$ cat config.mk
export PLATFORM = sky130hd
export DESIGN_NAME = alarm_sequencer
export DESIGN_NICKNAME = d
export VERILOG_FILES = /design/src/rtl/alarm_pkg.sv /design/src/rtl/alarm_sequencer_btn_edge.sv /design/src/rtl/alarm_sequencer.sv
export SDC_FILE = /design/constraint.sdc
export NUM_CORES = 1
export LEC_CHECK = 0
export ABC_AREA = 1
export CORE_MARGIN = 2
export CORE_UTILIZATION = 47
export DETAILED_ROUTE_END_ITERATION = 10
export PLACE_DENSITY = 0.89
export SYNTH_ARGS = -nofsm -noshare
export SYNTH_HDL_FRONTEND = slang
export SYNTH_SLANG_ARGS = --single-unit
$ cat constraint.sdc
create_clock -name clk -period 2.2 [get_ports clk]
set_input_delay 0.33 -clock clk [delete_from_list [all_inputs] [get_ports clk]]
set_output_delay 0.33 -clock clk [all_outputs]
set_load 0.03 [all_outputs]
$ cat src/rtl/alarm_pkg.sv
// alarm_pkg: shared state encoding, BCD time layout and time type for the alarm sequencer
package alarm_pkg;
  typedef enum logic [1:0] {
    IDLE    = 2'd0,
    ARMED   = 2'd1,
    RINGING = 2'd2,
    SNOOZE  = 2'd3
  } alarm_state_t;
  typedef logic [23:0] bcd_time_t;
  localparam int HH_HI = 20;
  localparam int HH_LO = 16;
  localparam int MM_HI = 12;
  localparam int MM_LO = 8;
  localparam int SS_HI = 4;
  localparam int SS_LO = 0;
endpackage

$ cat src/rtl/alarm_sequencer_btn_edge.sv
// btn_edge: one-bit rising-edge detector; history clears on reset
module btn_edge (
  input  logic clk,
  input  logic rst,
  input  logic d,
  output logic rise
);
  logic prev;
  always_ff @(posedge clk) prev <= rst ? 1'b0 : d;
  assign rise = d & ~prev;
endmodule

$ cat src/rtl/alarm_sequencer.sv
// alarm_sequencer: matches BCD time against the alarm set-point and sequences ring/snooze/stop
module alarm_sequencer
  import alarm_pkg::*;
#(
  parameter int RING_SECS   = 60,
  parameter int SNOOZE_SECS = 300,
  parameter int MAX_SNOOZE  = 3,
  parameter int TIMER_W     = 9
) (
  input  logic               clk,
  input  logic               rst,
  input  logic               tick,
  input  logic [23:0]        cur_time,
  input  logic [23:0]        alarm_time,
  input  logic               enable,
  input  logic               btn_snooze,
  input  logic               btn_stop,
  output logic               ring,
  output logic               blink,
  output logic [1:0]         state,
  output logic [1:0]         snooze_cnt,
  output logic [TIMER_W-1:0] remaining
);
  localparam logic [TIMER_W-1:0] RING_T   = TIMER_W'(RING_SECS);
  localparam logic [TIMER_W-1:0] SNOOZE_T = TIMER_W'(SNOOZE_SECS);
  localparam logic [1:0]         MAX_CNT  = 2'(MAX_SNOOZE);
  alarm_state_t st, n_st;
  logic [TIMER_W-1:0] n_rem;
  logic [1:0] n_cnt;
  logic n_blink, stop_e, snooze_e, match;
  bcd_time_t now_t, set_t;
  btn_edge u_stop   (.clk(clk), .rst(rst), .d(btn_stop),   .rise(stop_e));
  btn_edge u_snooze (.clk(clk), .rst(rst), .d(btn_snooze), .rise(snooze_e));
  assign now_t = cur_time;
  assign set_t = alarm_time;
  assign match = tick && (now_t == set_t);
  // Stop and timeout share one exit: back to ARMED with the event fully cleared.
  always_comb begin
    n_st    = st;
    n_rem   = remaining;
    n_cnt   = snooze_cnt;
    n_blink = blink;
    if (!enable) begin
      n_st    = IDLE;
      n_rem   = '0;
      n_cnt   = '0;
      n_blink = 1'b0;
    end else begin
      unique case (st)
        IDLE: n_st = ARMED;
        ARMED: if (match) begin
          n_st    = RINGING;
          n_rem   = RING_T;
          n_cnt   = '0;
          n_blink = 1'b0;
        end
        RINGING: begin
          if (stop_e || (tick && remaining <= 1 && !(snooze_e && snooze_cnt < MAX_CNT))) begin
            n_st    = ARMED;
            n_rem   = '0;
            n_cnt   = '0;
            n_blink = 1'b0;
          end else if (snooze_e && snooze_cnt < MAX_CNT) begin
            n_st    = SNOOZE;
            n_rem   = SNOOZE_T;
            n_cnt   = snooze_cnt + 2'd1;
            n_blink = 1'b0;
          end else if (tick) begin
            n_rem   = remaining - 1'b1;
            n_blink = ~blink;
          end
        end
        SNOOZE: begin
          if (stop_e) begin
            n_st  = ARMED;
            n_rem = '0;
            n_cnt = '0;
          end else if (tick) begin
            n_st  = remaining > 1 ? SNOOZE : RINGING;
            n_rem = remaining > 1 ? remaining - 1'b1 : RING_T;
          end
          n_blink = 1'b0;
        end
        default: n_st = IDLE;
      endcase
    end
  end
  always_ff @(posedge clk) begin
    if (rst) begin
      st         <= IDLE;
      remaining  <= '0;
      snooze_cnt <= '0;
      blink      <= 1'b0;
    end else begin
      st         <= n_st;
      remaining  <= n_rem;
      snooze_cnt <= n_cnt;
      blink      <= n_blink;
    end
  end
  assign state = st;
  assign ring  = (st == RINGING);
endmodule

---- Word-level counts from Yosys, hierarchy flattened ----
Index checks and enable logic that the tools add are counted.
operators by class
  order comparisons ....................... 3
  divide/modulo/power cells ............... 0
  reduce and logical (&&, ||, !) cells .... 13
  muxes and demuxes ....................... 25
  eq/ne operators ......................... 9
  bitwise operators ....................... 6
  shifts and indexed selects .............. 0
  $mul .................................... 0
  add/subtract/negate cells ............... 2
operators with widths
  kind                 count
  $mux 9               7
  $pmux 9 s3           1
  $eq 24x24->1         1
  $mux 2               9
  $gt 9x1->1 const B   1
  $le 9x1->1 const B   1
  $sub 9x1->9 const B  1
  $pmux 2 s4           1
  $reduce_and 4->1     2
  $pmux 2 s3           1
  $reduce_and 3->1     2
  $mux 1               5
  $eq 2x2->1 const B   2
  $logic_and 1x1->1    4
  $ne 2x2->1 const B   2
  $ne 4x2->1 const B   1
  $not 1->1            4
  $ne 3x1->1 const B   1
  $ne 3x3->1 const B   1
  $pmux 1 s3           1
  $reduce_bool 3->1    1
  $add 2x1->2 const B  1
  $and 1x1->1          2
  $eq 2x1->1 const B   1
  other kinds (5)      5
storage, ports and cells
  register bits after elaboration ......... 16
  logic and storage cells ................. 64
  bits of input ports ..................... 54
  RAM bits ................................ 0
  memory bits (read-only) ................. 0
  bits in latches ......................... 0
  memories ................................ 0

---- Longest topological paths before layout ----
Gate-level depths: netlist of run 1.
  depth in word-level cells ............... 8
  mapped depth ............................ 13
  mapped depth without buffers ............ 13

---- Hierarchy ----
A second synthesis of run 1 with hierarchy kept.
unflattened totals
  cells, all modules ...................... 275
  area, all modules ....................... 1542.7 um2
modules (own cells, without submodules)
  module           times used  area an instance (um2)  cells each
  alarm_sequencer  1           1480.2                  267
  btn_edge         2           31.3                    4

---- Least setup slack after synthesis of run 1 ----
OpenSTA, ideal clock, no wires.
  path type ............................... register -> register
  start ................................... reg snooze_cnt[0]
  end ..................................... reg remaining[5]
  buffers on the path ..................... 0
  data arrival time ....................... 1.616 ns
  period minus slack after synthesis ...... 1.730 ns
  stages on the path, launching flop included .. 13
  required time ........................... 2.086 ns
  setup slack ............................. 0.470 ns
  path through ............................ dfxtp_1 > ha_1 > inv_1 > nand3_1 > nand2_1 > inv_1 > nand3_1 > nand2_1 > inv_2 > o21ai_1 > nand3_1 > nor2_1 > nor2_2
on the way
  cells in the longest elaborated chain, start to end .. 7
  elaborated cells between the ends (all ways) .. 10
  those cells by class .................... order compare (1); eq/ne (1); mux (3); reduce/logical (5)
RTL lines
  what                                                             RTL line                                      text
  start: declaration                                               alarm_sequencer.sv:21                         output logic [1:0] snooze_cnt,
  start signal: assignment                                         alarm_sequencer.sv:97                         snooze_cnt <= n_cnt;
  $lt 2x2->1 (*)                                                   alarm_sequencer.sv:58, alarm_sequencer.sv:63
  $logic_and 1x1->1 (*)                                            alarm_sequencer.sv:58, alarm_sequencer.sv:63
  $logic_not 1->1                                                  alarm_sequencer.sv:58                         if (stop_e || (tick && remaining <= 1 && !(snooze_e && snooze_cnt < MAX_CNT))) begin
  $logic_and 1x1->1                                                alarm_sequencer.sv:58
  $logic_or 1x1->1                                                 alarm_sequencer.sv:58
  $ne 4x2->1 (no line) / $mux 9 (equally long branches)            n/a
  $reduce_and 4->1 (no line) / $pmux 9 s3 (equally long branches)  n/a
  end signal: assignment                                           alarm_sequencer.sv:96                         remaining <= n_rem;
  end: declaration                                                 alarm_sequencer.sv:22                         output logic [TIMER_W-1:0] remaining
Mark *: on every way between the ends. The rest lies on a longest branch, timed or not.
A chain may end at the register's enable or synchronous reset.

---- Worst setup path after layout of run 1 ----
  start ................................... reg st[1], in the netlist state[1]
  end ..................................... out ring
on the way
  cells in the longest elaborated chain, start to end .. 1
RTL lines
  what                      RTL line                text
  start: declaration        alarm_sequencer.sv:27   alarm_state_t st, n_st;
  start signal: assignment  alarm_sequencer.sv:95   st <= n_st;
  $eq 2x2->1                alarm_sequencer.sv:102  assign ring = (st == RINGING);
  end: declaration          alarm_sequencer.sv:18   output logic ring,
No other way between the ends.

==> results of run 1 <==
-- per-layer routing --
metal,global-route usage (%),up-vias,wire length [um]
li1,-,1055,-
met3,4.464,10,296
met4,7.222,0,84
met2,44.02,70,2180
met1,27.38,837,1911
met5,0,-,0
-- area by class of cell --
class                      count  area share, %
sequential                    16          13.24
tap                           46          2.380
timing repair buffer          71          29.07
clock buffer                   4          1.500
multi-input combinational    218          42.94
inverter                      70          10.86
-- per-stage QoR --
| step | setup WS (ns) | cell area, um2 | util [%] | cells |
|---|---|---|---|---|
| 4_1_cts | 0.2976 | 2419 | 72.48 | 425 |
| 3_3_place_gp | 0.2443 | 2382 | 71.39 | 421 |
| 2_1_floorplan | 0.4703 | 1645 | - | 307 |
| 6_report | 0.2999 | 2419 | 72.48 | 425 |
| 3_5_place_dp | 0.2089 | 2382 | 71.39 | 421 |
| 5_1_grt | 0.1868 | 2419 | 72.48 | 425 |
-- power breakdown --
part | leakage [nW] | internal, mW | total (mW) | switching, mW
combinational | 1.11 | 0.186 | 0.377 | 0.191
sequential | 0.130 | 0.301 | 0.312 | 0.0107
clock | 0.0210 | 0.101 | 0.214 | 0.113
total | 1.26 | 0.588 | 0.903 | 0.315
-- flip-flops by register name (all words and copies together) (netlist names) --
name           flops
blink              1
remaining          9
snooze_cnt         2
state              2
u_snooze.prev      1
u_stop.prev        1
-- how the worst min path moves through the flow --
stage	to	start	slack, ns
2_1_floorplan	u_snooze.prev$_SDFF_PP0_	rst	0.40
3_3_place_gp	blink$_SDFFE_PP0P_	blink$_SDFFE_PP0P_	0.49
3_5_place_dp	blink$_SDFFE_PP0P_	blink$_SDFFE_PP0P_	0.51
4_1_cts	snooze_cnt[1]$_SDFFE_PP0P_	snooze_cnt[1]$_SDFFE_PP0P_	0.54
5_1_grt	u_stop.prev$_SDFF_PP0_	btn_stop	0.59
6_report	snooze_cnt[1]$_SDFFE_PP0P_	snooze_cnt[1]$_SDFFE_PP0P_	0.54
-- critical path: cells and delay by family, from the launching register on --
kind	cells	cell delay (ns)
flip-flops	1	0.42
AND/OR/NAND/NOR	1	0.10
buffers and inverters	2	0.75
-- cells in the final DEF (no fill, tap or decap), drive strengths merged --
master	Yosys	routed
a21oi	8	8
a31oi	1	1
and2	2	2
buf	3	3
clkbuf	0	4
clkdlybuf4s50	0	68
clkinv	1	1
dfxtp	16	16
ha	3	3
inv	69	69
nand2	94	94
nand3	26	26
nand4	4	4
nor2	57	57
nor3	1	1
o211ai	2	2
o21ai	8	8
or2	2	2
xnor2	6	6
xor2	4	4
-- logic make-up after synthesis --
group / count (synthesis) / synth area share [%]
and+or+nand+nor: 186 / 48.90
AOI/OAI and AO/OA: 19 / 6.616
buffers and inverters: 73 / 17.41
adders and majority gates: 3 / 2.282
DFF: 16 / 19.47
xor gates and xnor gates: 10 / 5.323
==> reports/summary.txt, run 1 <==
Area leader, netlist - nand2_1
Site Rows - 21
WL final - 4.473 mm
Initial core utilization - 49.31%
Gr usage total - 23.79%
Worst vdd ir - 0.0003156 V
FF-to-FF setup slack - 0.34 ns
Worst slew margin - 77.89%
Final-report setup violation count - 0
Worst hold path type - flip-flop to flip-flop
Worst R2R Start - remaining[0]$_SDFFE_PP0P_
DR WL/cell - 10.52 um
Ant diodes - 0
Worst-Margin Slew - 0.3306 ns
Final hold viol count - 0
Vias in the first global route - 1917
Clock tree buffer depth - 2
Initial antenna violation count - 0
Reg2reg end - remaining[5]$_SDFFE_PP0P_
Area Growth Syn to Fin - 47.00%
Maxcap violations - 0
Startpoint Class - flip-flop
Antenna viol nets, final - 0
Syn avg cell area - 5.359 um2
Post-CTS Setup Repair Bufs - 0
Path type of the worst setup path - flip-flop to output port
Total iterations of the first detailed-routing run - 4
H-tree Lvls - 1
Io pins - 69
Most used DFF post-synth - dfxtp_1
Crit end category - output port
Ys async rst share - 0%
Area of the multi-input gates - 1039 um2
Nets - 437
Post-CTS resize count - 0
Via density - 4.640
Netlist cell types - 29
Post-Syn Instances - 307
Slowest CP cell - clkdlybuf4s50_1
RSZ-0062 raised after global routing - false
Core ar. - 3337 um2
Area contributors post-synth - nand2_1, dfxtp_1, inv_1
Global-route wire length before repair - 7.852 mm
YS warnings - 0
Synth Cell Area - 1645 um2
Pin count of the biggest net entering global routing - 15
Launching element of the worst setup path - state[1]$_SDFFE_PP0P_
Number of synthesized flops with an enable pin - 0
Final Max Slew Viols - 0
CP peak stage delay - 0.68 ns
Clk Latency, worst-skew pair - 0.30 ns
Setup_tns - 0 ns
Worst Path Arrival - 1.57 ns
CP Data Required Time - 1.87 ns
Power per cell area - 373.4 nW/um2
Post-route DRC - 0
R2R cell count - 10
Synth top area share - 20.99%
Filler cell count - 300
Most common cell in the synthesized netlist - nand2_1
Hold Crit Depth - 2
Register area share after synthesis - 19.47%
Reg area - 320.3 um2
GRT overflow - 0
DIE WIDTH - 63.17 um
Post-CTS Hold Fix Bufs - 0
Full die area - 3990 um2
Critical path endpoint - ring
Maximum fanout along the worst path - 4
Post-synth top cells - nand2_1, inv_1, nor2_1
Tcrit/Tclk final - 86.37%
CTS sink count - 16
Die height - 63.17 um
Worst-path cell chain - nand2_1 > inv_1 > clkdlybuf4s50_1
Fmax achieved - 0.5263 GHz
Worst hold slack - 0.5392 ns
Total power - 0.9032 mW
Clk root buf - clkbuf_4
Routability cong. - 0.9309
Clk slew on worst S/H paths - 0.11 ns
Setup Skew - 0.002216 ns
Mapped Nets - 364
TritonCTS Buffers - 3
Pleak - 1.263 nW
Input/output buffers - 68
Synthesized flop and latch total - 16
Drt initial violations - 57
Post-DP HPWL - 3.714 mm
CTS tree - done
Outcome - finished, final reports clean
Fraction of layout cells with a size suffix above 1 - 9.499%
Final Critical Period - 1.900 ns
Via count - 1972
(Power assumes the default switching activity.)
==> inputs of run 2 (changes only) <==
--- a/config.mk
+++ b/config.mk
@@ -10,6 +10,7 @@
 export CORE_UTILIZATION = 47
 export DETAILED_ROUTE_END_ITERATION = 10
 export PLACE_DENSITY = 0.89
+export SKIP_LAST_GASP = 1
 export SYNTH_ARGS = -nofsm -noshare
 export SYNTH_HDL_FRONTEND = slang
 export SYNTH_SLANG_ARGS = --single-unit
==> results of run 2 <==
Same layout as run 1: the final DEF is identical, and so are final timing and power.
==> inputs of run 3 (changes only) <==
--- a/config.mk
+++ b/config.mk
@@ -7,9 +7,10 @@
 export LEC_CHECK = 0
 export ABC_AREA = 1
 export CORE_MARGIN = 2
-export CORE_UTILIZATION = 47
+export CORE_UTILIZATION = 65
 export DETAILED_ROUTE_END_ITERATION = 10
-export PLACE_DENSITY = 0.89
+export DONT_BUFFER_PORTS = 1
+export PLACE_DENSITY = 0.83
 export SKIP_LAST_GASP = 1
 export SYNTH_ARGS = -nofsm -noshare
 export SYNTH_HDL_FRONTEND = slang
==> run 3 against run 2 <==
Against the previous run:
- worst hold slack got worse by 0.44 ns
- count of clock-buffer cells in the layout did not move
- register-to-register slack got worse by 0.03 ns
==> reports/summary.txt, run 3 (synthesis results as in run 1) <==
Outcome - finished, final reports clean
Site Rows - 18 (-14%)
Comb power frac - 32.2% (-9.5 points)
CP Data Required Time - 2.40 ns (+0.53 ns)
Fmax achieved - 0.5289 GHz (+0.50%)
WL final - 3.422 mm (-23%)
Antenna viol nets, final - 0 (unchanged)
Global-route wire length before repair - 5.830 mm (-26%)
Worst Path Arrival - 2.09 ns (+0.52 ns)
Worst slew margin - 70.66% (-7.2 points)
Startpoint Class - flip-flop
Vias in the first global route - 1523 (-21%)
CTS tree - done
Clk slew on worst S/H paths - 0.10 ns (about the same)
GRT overflow - 0 (unchanged)
P_sw - 0.2698 mW (-14%)
FF-to-FF setup slack - 0.31 ns (-0.03 ns)
Full die area - 2950 um2 (-26%)
Worst hold path type - primary input to flip-flop
Path type of the worst setup path - flip-flop to flip-flop
Tcrit/Tclk final - 85.94% (-0.43 points)
Final Critical Period - 1.891 ns (-0.009459 ns)
Post-CTS Setup Repair Bufs - 0 (unchanged)
Io pins - 69 (unchanged)
Die height - 54.31 um (-14%)
Power per cell area - 434.4 nW/um2 (+16%)
RSZ-0062 raised after global routing - false
Core ar. - 2432 um2 (-27%)
Most frequent cells in the layout - nand2_1, inv_1, nor2_1
Clk root buf - clkbuf_4
Gr usage total - 26.48% (+2.7 points)
Fraction of layout cells with a size suffix above 1 - 13.25% (+3.8 points)
Maximum fanout along the worst path - 6 (+2)
TritonCTS Buffers - 3 (unchanged)
Clk Latency, worst-skew pair - 0.29 ns (about the same)
Ant diodes - 0 (unchanged)
Most common cell after layout, fill and taps aside - nand2_1
Final-report setup violation count - 0 (unchanged)
Pleak - 1.037 nW (-18%)
Max reg flops - 9 (unchanged)
DR WL/cell - 9.862 um (-6.3%)
CTS sink count - 16 (unchanged)
Worst-Margin Slew - 0.4395 ns (+0.1089 ns)
Post-CTS resize count - 0 (unchanged)
Final hold viol count - 0 (unchanged)
DIE WIDTH - 54.31 um (-14%)
Drt initial violations - 48 (-16%)
Via density - 4.850 (+4.5%)
H-tree Lvls - 1 (unchanged)
Final worst slack - 0.3094 ns (+0.009459 ns)
Switching Fraction - 35.23% (+0.38 points)
Reg power frac - 41.8% (+7.2 points)
Input/output buffers - 0 (-100%)
Maxcap violations - 0 (unchanged)
Pin count of the biggest net entering global routing - 15 (unchanged)
Clock power share - 26.0% (+2.3 points)
Initial core utilization - 67.64% (+18 points)
Total iterations of the first detailed-routing run - 5 (+1)
Post-route DRC - 0 (unchanged)
Setup Skew - 0.004244 ns (+0.002028 ns)
Nets - 375 (-14%)
Setup_tns - 0 ns (unchanged)
Routability cong. - 0.9457 (+1.6%)
Post-CTS Hold Fix Bufs - 0 (unchanged)
Clock tree buffer depth - 2 (unchanged)
Register name with the most flops - remaining
Worst vdd ir - 0.0005523 V (+75%)
Final Max Slew Viols - 0 (unchanged)
Crit end category - flip-flop
DP Worst Slack - 0.3494 ns (+0.1404 ns)
Area Growth Syn to Fin - 7.148%
Post-DP HPWL - 2.831 mm (-24%)
Worst hold slack - 0.09517 ns (-0.4440 ns)
Initial antenna violation count - 0 (unchanged)
Pint - 0.4960 mW (-16%)
Via count - 1683 (-15%)
## run 3: power groups by stage
| stage | registers, mW | logic, mW | clock network [mW] |
|---|---|---|---|
| CTS | 0.321 | 0.246 | 0.207 |
| detailed placement | 0.327 | 0.244 | 0 |
| finish | 0.320 | 0.246 | 0.199 |
| global placement | 0.327 | 0.241 | 0 |
| floorplan | 0.336 | 0.196 | 0 |
| global route | 0.322 | 0.289 | 0.216 |
## run 3: layout make-up
cell class,instances,area [um2]
multi-input cells,218,1039
fillers,237,669.4
flip-flops and latches,16,320.3
clock buffers,4,36.28
inverters,70,262.8
well taps,30,37.54
repair buffers,9,67.56
## run 3: path summary, 6_finish.rpt
path,end,cells after the start,from
setup / recovery,remaining[5]$_SDFFE_PP0P_,11,remaining[1]$_SDFFE_PP0P_
hold / removal,u_snooze.prev$_SDFF_PP0_,1,rst
setup reg to reg,remaining[5]$_SDFFE_PP0P_,11,remaining[1]$_SDFFE_PP0P_
hold reg to reg,remaining[2]$_SDFFE_PP0P_,4,remaining[2]$_SDFFE_PP0P_
## run 3: worst max-delay path, cell delays in order (launching register included)
cell and delay, ns:
dfxtp_1 0.43, inv_2 0.14, ha_1 0.15, inv_1 0.04
a21oi_1 0.25, nand3_1 0.13, nand2_1 0.21, inv_2 0.06
o21ai_1 0.12, nand3_1 0.08, nor2_1 0.13, nor2_2 0.05
## run 3: per-stage QoR
step                total power, mW  area, um2  utilization (%)  std cells
floorplan                    0.5326       1645                -        307
global placement             0.5679       1727            70.99        343
detailed placement           0.5715       1727            70.99        343
CTS                          0.7730       1763            72.48        347
global route                 0.8268       1763            72.48        347
finish                       0.7659       1763            72.48        347
## run 3: layer usage
layer	routed length (um)	track usage, %	up-vias
met4	29	5.417	0
met3	314	8.743	4
met5	0	0	-
li1	-	-	939
met1	1488	31.29	674
met2	1590	46.39	66
